**config.mk**
```make
export PLATFORM = sky130hd
export DESIGN_NAME = fetch_unit
export DESIGN_NICKNAME = d
export VERILOG_FILES = /design/src/rtl/fetch_unit.sv
export SDC_FILE = /design/constraint.sdc
export NUM_CORES = 1
export LEC_CHECK = 0
export BUFFER_PORTS_ARGS = -buffer_cell sky130_fd_sc_hd__clkbuf_2
export CAP_MARGIN = 0
export CORE_MARGIN = 5
export CORE_UTILIZATION = 45
export CTS_BUF_LIST = sky130_fd_sc_hd__clkbuf_8
export CTS_CLUSTER_SIZE = 16
export DETAILED_ROUTE_END_ITERATION = 7
export HOLD_SLACK_MARGIN = 0.1
export PLACE_DENSITY_LB_ADDON = 0.15
export SYNTH_ARGS = -nofsm -noshare
export SYNTH_HDL_FRONTEND = slang
export SYNTH_SLANG_ARGS = --single-unit
```
**constraint.sdc**
```tcl
create_clock -name clk -period 7.9 [get_ports clk]
set_clock_uncertainty 0.05 [all_clocks]
set_input_delay 0.395 -clock clk [delete_from_list [all_inputs] [get_ports clk]]
set_output_delay 0.395 -clock clk [all_outputs]
set_load 0.01 [all_outputs]
```
**src/rtl/fetch_unit.sv**
```systemverilog
// Instruction fetch stage: owns the PC, streams word reads from mem into a small
// PC-tagged prefetch FIFO, and hands instructions to decode over valid/ready.
module fetch_unit #(
  parameter logic [31:0] RESET_PC = 32'h0000_0000,
  parameter int unsigned DEPTH    = 2
) (
  input  logic        clk,
  input  logic        nrst,
  output logic [31:0] mem_addr,
  output logic        mem_wr_en,
  input  logic [31:0] mem_data,
  input  logic        redirect,
  input  logic [31:0] redirect_pc,
  output logic        inst_valid,
  input  logic        inst_ready,
  output logic [31:0] inst,
  output logic [31:0] inst_pc
);

  localparam int unsigned CNT_W = $clog2(DEPTH + 1);
  localparam int unsigned OCC_W = CNT_W + 1;

  logic [31:0]      pc_q, pc_d;
  logic             inflight_q, inflight_d;
  logic [31:0]      inflight_pc_q, inflight_pc_d;
  logic [CNT_W-1:0] count_q, count_d;
  logic [31:0]      data_q [DEPTH];
  logic [31:0]      data_d [DEPTH];
  logic [31:0]      tag_q  [DEPTH];
  logic [31:0]      tag_d  [DEPTH];

  logic             pop, push, issue;
  logic [OCC_W-1:0] occ;
  logic [CNT_W-1:0] wr_idx;

  assign inst_valid = (count_q != '0);
  assign pop        = inst_valid & inst_ready;
  assign push       = inflight_q & ~redirect;

  // Credit check: words held plus the one returning, minus the one leaving.
  assign occ    = OCC_W'(count_q) + OCC_W'(inflight_q) - OCC_W'(pop);
  assign issue  = ~redirect & (occ < OCC_W'(DEPTH));
  assign wr_idx = pop ? (count_q - CNT_W'(1)) : count_q;

  assign mem_addr  = pc_q;
  assign mem_wr_en = 1'b0;
  assign inst      = inst_valid ? data_q[0] : 32'h0;
  assign inst_pc   = inst_valid ? tag_q[0]  : 32'h0;

  always_comb begin
    pc_d          = pc_q;
    inflight_d    = issue;
    inflight_pc_d = inflight_pc_q;
    if (redirect) begin
      pc_d = redirect_pc & 32'hFFFF_FFFC;
    end else if (issue) begin
      pc_d          = pc_q + 32'd4;
      inflight_pc_d = pc_q;
    end
  end

  // Shift-register FIFO: entry 0 is always the head, vacated slots are zeroed.
  always_comb begin
    data_d  = data_q;
    tag_d   = tag_q;
    count_d = count_q;
    if (redirect) begin
      for (int unsigned i = 0; i < DEPTH; i++) begin
        data_d[i] = 32'h0;
        tag_d[i]  = 32'h0;
      end
      count_d = '0;
    end else begin
      if (pop) begin
        for (int unsigned i = 0; i < DEPTH - 1; i++) begin
          data_d[i] = data_q[i+1];
          tag_d[i]  = tag_q[i+1];
        end
        data_d[DEPTH-1] = 32'h0;
        tag_d[DEPTH-1]  = 32'h0;
      end
      if (push) begin
        for (int unsigned i = 0; i < DEPTH; i++) begin
          if (CNT_W'(i) == wr_idx) begin
            data_d[i] = mem_data;
            tag_d[i]  = inflight_pc_q;
          end
        end
      end
      count_d = count_q + CNT_W'(push) - CNT_W'(pop);
    end
  end

  always_ff @(posedge clk or negedge nrst) begin
    if (!nrst) begin
      pc_q          <= RESET_PC;
      inflight_q    <= 1'b0;
      inflight_pc_q <= 32'h0;
      count_q       <= '0;
      for (int unsigned i = 0; i < DEPTH; i++) begin
        data_q[i] <= 32'h0;
        tag_q[i]  <= 32'h0;
      end
    end else begin
      pc_q          <= pc_d;
      inflight_q    <= inflight_d;
      inflight_pc_q <= inflight_pc_d;
      count_q       <= count_d;
      for (int unsigned i = 0; i < DEPTH; i++) begin
        data_q[i] <= data_d[i];
        tag_q[i]  <= tag_d[i];
      end
    end
  end

endmodule
```
# After elaboration in Yosys (flattened, before gate mapping)
# Index checks and enable logic that the tools add are counted.
word_totals:
  output_inout_bits: 98
  ff_bits: 195
  wordCells: 40
  inputBits: 68
classes:
  bitwise: 4
  n_addsub: 6
  n_eq_ne: 1
  n_lt_le_gt_ge: 1
  n_reduce_logical: 4
  muxes: 16
ops:
  columns: ["cell", "count"]
  rows:
  - ["$mux W64", 6]
  - ["$mux W32", 8]
  - ["$add A32 B3 Y32 const B", 1]
  - ["$mux W2", 2]
  - ["$reduce_bool A2 Y1", 2]
  - ["$add A2 B1 Y3", 1]
  - ["$and A1 B1 Y1", 3]
  - ["$lt A3 B2 Y1 const B", 1]
  - ["$sub A3 B1 Y3", 1]
  - ["$add A2 B1 Y2", 1]
  - ["$eq A1 B2 Y1 const A", 1]
  - ["$logic_not A2 Y1", 1]
  - ["$reduce_and A2 Y1", 1]
  - ["$sub A2 B1 Y2", 1]
  - ["$sub A2 B1 Y2 const B", 1]
  - ["$not A1 Y1", 1]

# Longest topological paths before layout
# Gate-level depths: netlist of run 1.
depth:
  word_depth: 7
  mapped_depth: 14
  mapped_depth_nobuf: 12

# Least setup slack after synthesis of run 1
# No wires, ideal clock.
synth_path:
  path_kind: "register to register"
  from: "register count_q[1]"
  to: "register pc_q[25], in the netlist mem_addr[25]"
  arrival_ns: 3.028
  stages_incl_launch_ff: 15
  setup_ns: 0.125
  t_required_ns: 7.725
  n_path_buf: 2
  slack_ns: 4.697
  path_cell_list: "dfrtp_1 -> buf_6 -> inv_1 -> ha_1 -> inv_1 -> nand2_1 -> clkbuf_1 -> nor2_1 -> o21ai_0 -> fa_1 -> nand4_1 -> nor3_2 -> nand4_1 -> xnor2_1 -> mux2_2"
synth_via:
  elab_chain_cells: 6
  elab_cells_between_ends: 7
synth_lines:
  columns: ["item", "line", "rtl"]
  rows:
  - ["start, declared", "26", "logic [CNT_W-1:0] count_q, count_d;"]
  - ["start signal, assigned", "108", "count_q <= count_d;"]
  - ["$reduce_bool A2 Y1", "36", "assign inst_valid = (count_q != '0);"]
  - ["via inst_valid", "14", "output logic inst_valid,"]
  - ["$and A1 B1 Y1", "37", "assign pop = inst_valid & inst_ready;"]
  - ["$sub A3 B1 Y3", "41", "assign occ = OCC_W'(count_q) + OCC_W'(inflight_q) - OCC_W'(pop);"]
  - ["$lt A3 B2 Y1", "42", "assign issue = ~redirect & (occ < OCC_W'(DEPTH));"]
  - ["$and A1 B1 Y1", "42", null]
  - ["$reduce_bool A2 Y1 (no source line)", null, null]
  - ["end signal, assigned", "105", "pc_q <= pc_d;"]
  - ["end, declared", "23", "logic [31:0] pc_q, pc_d;"]
# The timed path passes the listed nets, and every way through them passes these cells.
# A chain may end at the register's enable or synchronous reset.

# Final worst setup path of run 1
layout_path:
  from: "register count_q[1]"
  to: "register pc_q[28], in the netlist mem_addr[28]"
layout_via:
  elab_chain_cells: 6
  elab_cells_between_ends: 7
layout_lines:
  columns: ["item", "line"]
  rows:
  - ["branches (longest 2 deep; another with $add A2 B1 Y3)", null]
  - ["$sub A3 B1 Y3 *", "41"]
  - ["$lt A3 B2 Y1 *", "42"]
  - ["$and A1 B1 Y1 *", "42"]
  - ["$reduce_bool A2 Y1 (no source line) *", null]
# Every way passes the cells marked *.

==> results of run 1 <==
==> critical path, cell delays in order, from the launching register on <==
cell	delay, ns
dfrtp_1	0.52
inv_1	0.11
ha_2	0.18
buf_4	0.64
nor2b_4	0.06
buf_4	0.42
nor2_1	0.17
o21ai_0	0.11
fa_1	0.56
nand4_1	0.19
nor3_1	0.80
nand4_1	0.30
xor2_1	0.21
o21ai_1	0.12
==> flip-flops by register name, indices dropped and copies added (netlist names) <==
| register | count |
|---|---|
| inflight_q | 1 |
| mem_addr | 30 |
| tag_q | 64 |
| count_q | 2 |
| inflight_pc_q | 30 |
| data_q | 64 |
==> through the flow <==
stage	instance area (sq um)	hold WS, ns	instances	setup slack (ns)	total power [mW]
6_report	11000	0.126	1434	3.36	3.04
5_1_grt	11000	0.114	1434	2.96	3.25
4_1_cts	11000	0.100	1433	3.39	3.08
3_5_place_dp	10000	0.396	1346	3.39	2.43
3_3_place_gp	10000	0.397	1346	3.46	2.42
2_1_floorplan	9140	0.0494	987	4.70	2.10
==> placed cells by master (no fill, tap or decap), types with 2 or more instances in the layout <==
cell type,n
o21ai_1,2
dfrtp_1,191
a311oi_1,62
nor2b_1,65
ha_1,2
nand4_1,15
nor3_1,5
clkbuf_8,19
clkinvlp_4,3
clkinv_2,3
and3_1,6
buf_4,11
nor2_1,70
nand2_1,222
mux2i_1,3
o21ai_4,2
clkinv_4,4
conb_1,3
nor3_2,3
xnor2_1,14
inv_1,8
nand3_1,72
a21oi_1,63
mux2_2,33
xor2_1,18
o21ai_0,27
nor4b_1,2
nor4_1,4
clkbuf_2,158
dlygate4sd3_1,56
==> final cells by class <==
class / count / area share
well taps: 270 / 0.0308
inverters: 6 / 0.00205
multi-input cells: 708 / 0.365
clock inverters: 14 / 0.0111
flip-flops and latches: 191 / 0.436
repair buffers: 227 / 0.133
clock buffers: 18 / 0.0226
==> metal layers <==
metal | track usage | vias up | share of wire
li1 | - | 3695 | -
met3 | 0.0471 | 15 | 0.059
met5 | 0 | - | 0
met2 | 0.331 | 210 | 0.46
met4 | 0.0479 | 0 | 0.0082
met1 | 0.307 | 3697 | 0.47
==> worst paths after layout <==
kind | start | endpoint | slack [ns]
min in group asynchronous | nrst | data_q[58] | 0.43
hold reg to reg | tag_q[10] | tag_q[42] | 0.49
max in group asynchronous | nrst | tag_q[41] | 6.01
hold / removal | mem_data[4] | data_q[4] | 0.13
setup reg to reg | count_q[1] | mem_addr[28] | 3.36
setup / recovery | count_q[1] | mem_addr[28] | 3.36
==> kinds of logic after synthesis <==
family,count (synthesis),synth area share
compound gates,157,0.113
xor+xnor,33,0.0325
fa+ha+maj,4,0.00630
buf+inv,88,0.0426
flops,191,0.523
mux,36,0.0440
other cells,1,0.000411
simple gates,475,0.238
==> what timing repair did <==
| action | 4_1_cts | 5_1_grt |
|---|---|---|
| hold buffers | 55 | 1 |
| gates resized for setup | 0 | 0 |
| endpoints found under the hold margin | 123 | 1 |
==> power groups by stage <==
stage | clock [mW] | combinational (mW) | sequential (mW)
floorplan | 0 | 0.781 | 1.32
global placement | 0 | 1.06 | 1.36
detailed placement | 0 | 1.07 | 1.36
CTS | 0.636 | 1.10 | 1.34
global route | 0.674 | 1.20 | 1.37
finish | 0.614 | 1.08 | 1.34
==> results.py, run 1 <==
metrics = {
    "power_and_ir_drop": {
        "p_seq_frac": 0.442,
        "combPwrFrac": 0.356,
        "p_clk_frac": 0.202,
        "ir_drop_mv": 0.219,
        "switching_power_mw": 1.19,
        "p_int_mw": 1.85,
        "p_per_area_nw_per_um2": 277,
        "p_leak_nw": 4.75,
        "swShare": 0.391,
    },
    "route": {
        "vias_per_cell": 5.31,
        "wl_per_cell_microns": 17.0,
        "vias": 7617,
        "first_iter_violations": 407,
        "firstDrtPassIters": 4,
        "drc": 0,
        "ant_nets": 0,
        "wl_microns": 24400,
    },
    "synth": {
        "syn_avg_cell_area_sq_um": 9.27,
        "synthTopCellsByCount": "nand2_1 (223), dfrtp_1 (191), nand3_1 (72), nor2_1 (71), nor2b_1 (66)",
        "yosysSeqAreaShare": 0.523,
        "yosysTopAreaCell": "dfrtp_1",
        "syn_inst": 985,
        "yosysMostFrequentCell": "nand2_1",
        "ys_warn_count": 0,
        "synth_edf_count": 0,
        "synthArstFlopShare": 1.00,
        "synth_top_area_share": 0.523,
        "dominantRegCellSynth": "dfrtp_1",
        "yosys_register_bits": 191,
        "synth.distinct_cells": 40,
        "synth_area_leaders": "dfrtp_1 (52%), nand2_1 (9.2%), a311oi_1 (5.9%)",
        "syn_area_sq_um": 9130,
    },
    "sta": {
        "maxSlewViolCount": 0,
        "setup_viol": 0,
        "relSlewSlack": 0.305,
        "final.setup.tns_ns": 0,
        "fin_crit_ns": 4.54,
        "rsz0062_at_grt": "false",
        "hold_viol": 0,
        "fmax_mhz": 220,
        "finalCritPeriodShare": 0.575,
        "worst-slew-pin-transition_ns": 1.04,
    },
    "status": {
        "outcome": "completed",
    },
    "final_layout": {
        "fin_util": 0.546,
        "n_fill_cell": 1847,
        "fin_nets": 1223,
        "regArea_sq_um": 4780,
        "drive_above_1_share": 0.212,
        "synthToLayoutAreaGrowth_pct": 20.2,
        "multi_input_area_sq_um": 4010,
        "diodes": 0,
    },
    "worst_setup_path": {
        "crit_fanout": 72,
        "endpoint_kind": "flop",
        "worstSetupPathType": "reg -> reg",
        "arrival_ns": 4.88,
        "cp-start-kind": "flop",
        "critPathRequiredTime_ns": 8.24,
        "ff2ff_path_depth": 13,
    },
    "clock_network": {
        "root_buffer": "clkbuf_8",
        "clk_pin_slew_ns": 0.10,
        "clkSinkCount": 191,
        "cts_made_buffers": 17,
        "cts_setup_buffers": 0,
        "clock_latency_ns": 0.46,
        "htree_levels": 4,
        "cts_tree": "done",
        "cts.path.max_buffers": 2,
    },
    "placement": {
        "dp_hpwl_microns": 14400,
        "io_buffers": 160,
        "place.gp.congestion": 0.810,
    },
    "global_route": {
        "antenna_found_initial": 0,
        "grt_pass1_wl_microns": 40700,
        "gr-usage-all-layers": 0.212,
        "grt_overflow_total": 0,
        "grt_max_degree": 83,
        "grt_pass1_vias": 7619,
    },
    "die": {
        "die_h_microns": 152,
        "start_util": 0.454,
        "fp.coreArea_sq_um": 20100,
        "fp.dieArea_sq_um": 23200,
        "ioPinCount": 166,
        "std_cell_rows": 52,
        "die_w_microns": 152,
    },
    "min_path": {
        "min_path_cells": 3,
        "hp-class": "in -> reg",
    },
    "flow_run": {
        "cap_violations": 0,
    },
}
Power figures use the tool's default switching activity.
==> run 2, diff against run 1 <==
- clock period: 7.9 -> 4.3 ns (I/O delays scaled with it)
==> results.py, run 2 (synthesized netlist as in run 1, its figures left out) <==
metrics = {
    "status": {
        "outcome": "completed",
    },
    "worst_setup_path": {
        "worstSetupPathType": "reg -> reg",
        "arrival_ns": 3.86,
        "crit_fanout": 29,
        "startpoint": "count_q[1]",
        "r2r_start": "count_q[1]",
        "r2r_end": "mem_addr[29]",
        "critPathRequiredTime_ns": 4.59,
        "ff2ff_path_depth": 12,
        "cp-start-kind": "flop",
        "endpoint_kind": "flop",
        "r2r_setup_slack_ns": 0.73,
    },
    "min_path": {
        "hp-class": "in -> reg",
        "holdPathEnd": "data_q[18]",
        "min_path_cells": 2,
        "min_from": "redirect",
    },
    "power_and_ir_drop": {
        "p_int_mw": 3.49,
        "p_total_mw": 5.68,
        "p_per_area_nw_per_um2": 510,
        "p_clk_frac": 0.208,
        "swShare": 0.386,
        "ir_drop_mv": 0.281,
        "switching_power_mw": 2.19,
        "p_leak_nw": 4.81,
        "combPwrFrac": 0.357,
        "p_seq_frac": 0.435,
    },
    "final_layout": {
        "layoutNonFillerInstCount": 1445,
        "fin_nets": 1233,
        "drive_above_1_share": 0.213,
        "n_fill_cell": 1851,
        "final_cell_mix": "nand2_1 (222), dfrtp_1 (191), clkbuf_2 (158)",
        "synthToLayoutAreaGrowth_pct": 21.8,
        "top_regs": "data_q: 64 flops, tag_q: 64 flops",
        "fin_util": 0.553,
        "final_common_cell": "nand2_1",
    },
    "clock_network": {
        "ctsResizeCount": 0,
        "htree_levels": 4,
        "cts.path.max_buffers": 2,
        "clkSinkCount": 191,
        "cts_hold_buffers": 63,
        "cts_setup_buffers": 0,
        "clock_latency_ns": 0.46,
        "cts_made_buffers": 17,
        "root_buffer": "clkbuf_8",
        "clk_pin_slew_ns": 0.10,
        "cts_tree": "done",
    },
    "global_route": {
        "grt_pass1_vias": 7594,
        "gr-usage-all-layers": 0.212,
        "antenna_found_initial": 1,
        "grt_max_degree": 120,
        "grt_pass1_wl_microns": 40800,
        "grt_overflow_total": 0,
    },
    "die": {
        "die_h_microns": 152,
        "start_util": 0.454,
        "std_cell_rows": 52,
        "ioPinCount": 166,
        "fp.coreArea_sq_um": 20100,
        "fp.dieArea_sq_um": 23200,
        "die_w_microns": 152,
    },
    "sta": {
        "fin_crit_ns": 3.57,
        "final.setup.tns_ns": 0,
        "setup_viol": 0,
        "hold_viol": 0,
        "rsz0062_at_grt": "false",
        "worst-slew-pin-transition_ns": 1.05,
        "maxSlewViolCount": 0,
        "finalCritPeriodShare": 0.829,
        "relSlewSlack": 0.300,
        "holdWs_ns": 0.213,
        "fmax_mhz": 280,
    },
    "placement": {
        "dp_hpwl_microns": 14500,
        "io_buffers": 160,
        "place.gp.congestion": 0.809,
        "dp_cells": 1349,
    },
    "route": {
        "first_iter_violations": 485,
        "ant_nets": 0,
        "wl_per_cell_microns": 17.0,
        "vias": 7697,
        "wl_microns": 24500,
        "vias_per_cell": 5.33,
        "drc": 0,
        "firstDrtPassIters": 7,
    },
    "flow_run": {
        "cap_violations": 0,
    },
}
-- run 2: worst max-delay path by stage --
stage / to / slack [ns] / cells past startpoint
after global routing: mem_addr[24] / 0.41 / 12
after global placement: mem_addr[29] / 0.76 / 12
final: mem_addr[29] / 0.73 / 12
after floorplan: mem_addr[25] / 1.10 / 14
after detailed placement: mem_addr[29] / 0.69 / 12
after CTS: mem_addr[29] / 0.66 / 12
-- run 2: cell type report --
type	count	area (sq um)	share of cell area
Inverter	6	22.5	0.00202
Timing Repair Buffer	237	1590	0.143
Clock inverter	14	140	0.0126
Sequential cell	191	4780	0.430
Tap cell	270	338	0.0304
Multi-Input combinational cell	708	4010	0.360
Clock buffer	18	248	0.0223
Antenna cell	1	2.50	0.000225
-- run 2: worst max-delay path, cell delays in order (launching register included) --
cell,delay (ns)
dfrtp_1,0.57
inv_1,0.09
ha_2,0.39
inv_1,0.21
nand2_4,0.07
nor2_1,0.18
o21ai_0,0.14
fa_1,0.56
nand4_1,0.20
nor2_2,0.38
nand4b_1,0.19
xnor2_1,0.16
mux2_2,0.26
-- run 2: routing by layer --
metal / track usage / vias up / routed length [microns]
met4: 0.0547 / 0 / 278
met5: 0 / - / 0
met3: 0.0514 / 23 / 1440
met1: 0.298 / 3740 / 11300
met2: 0.335 / 221 / 11500
li1: - / 3713 / -
-- run 2: through the flow --
step / worst slack, ns / cell area (sq um)
detailed placement: 0.692 / 10100
CTS: 0.661 / 11100
global route: 0.409 / 11100
finish: 0.734 / 11100
floorplan: 1.10 / 9140
global placement: 0.755 / 10100
-- run 2: power groups by stage --
stage | combinational [mW] | sequential, mW | clock [mW]
2_1_floorplan | 1.43 | 2.42 | 0
3_3_place_gp | 1.98 | 2.50 | 0
3_5_place_dp | 2.00 | 2.51 | 0
4_1_cts | 2.06 | 2.47 | 1.23
5_1_grt | 2.23 | 2.53 | 1.30
6_report | 2.03 | 2.47 | 1.18
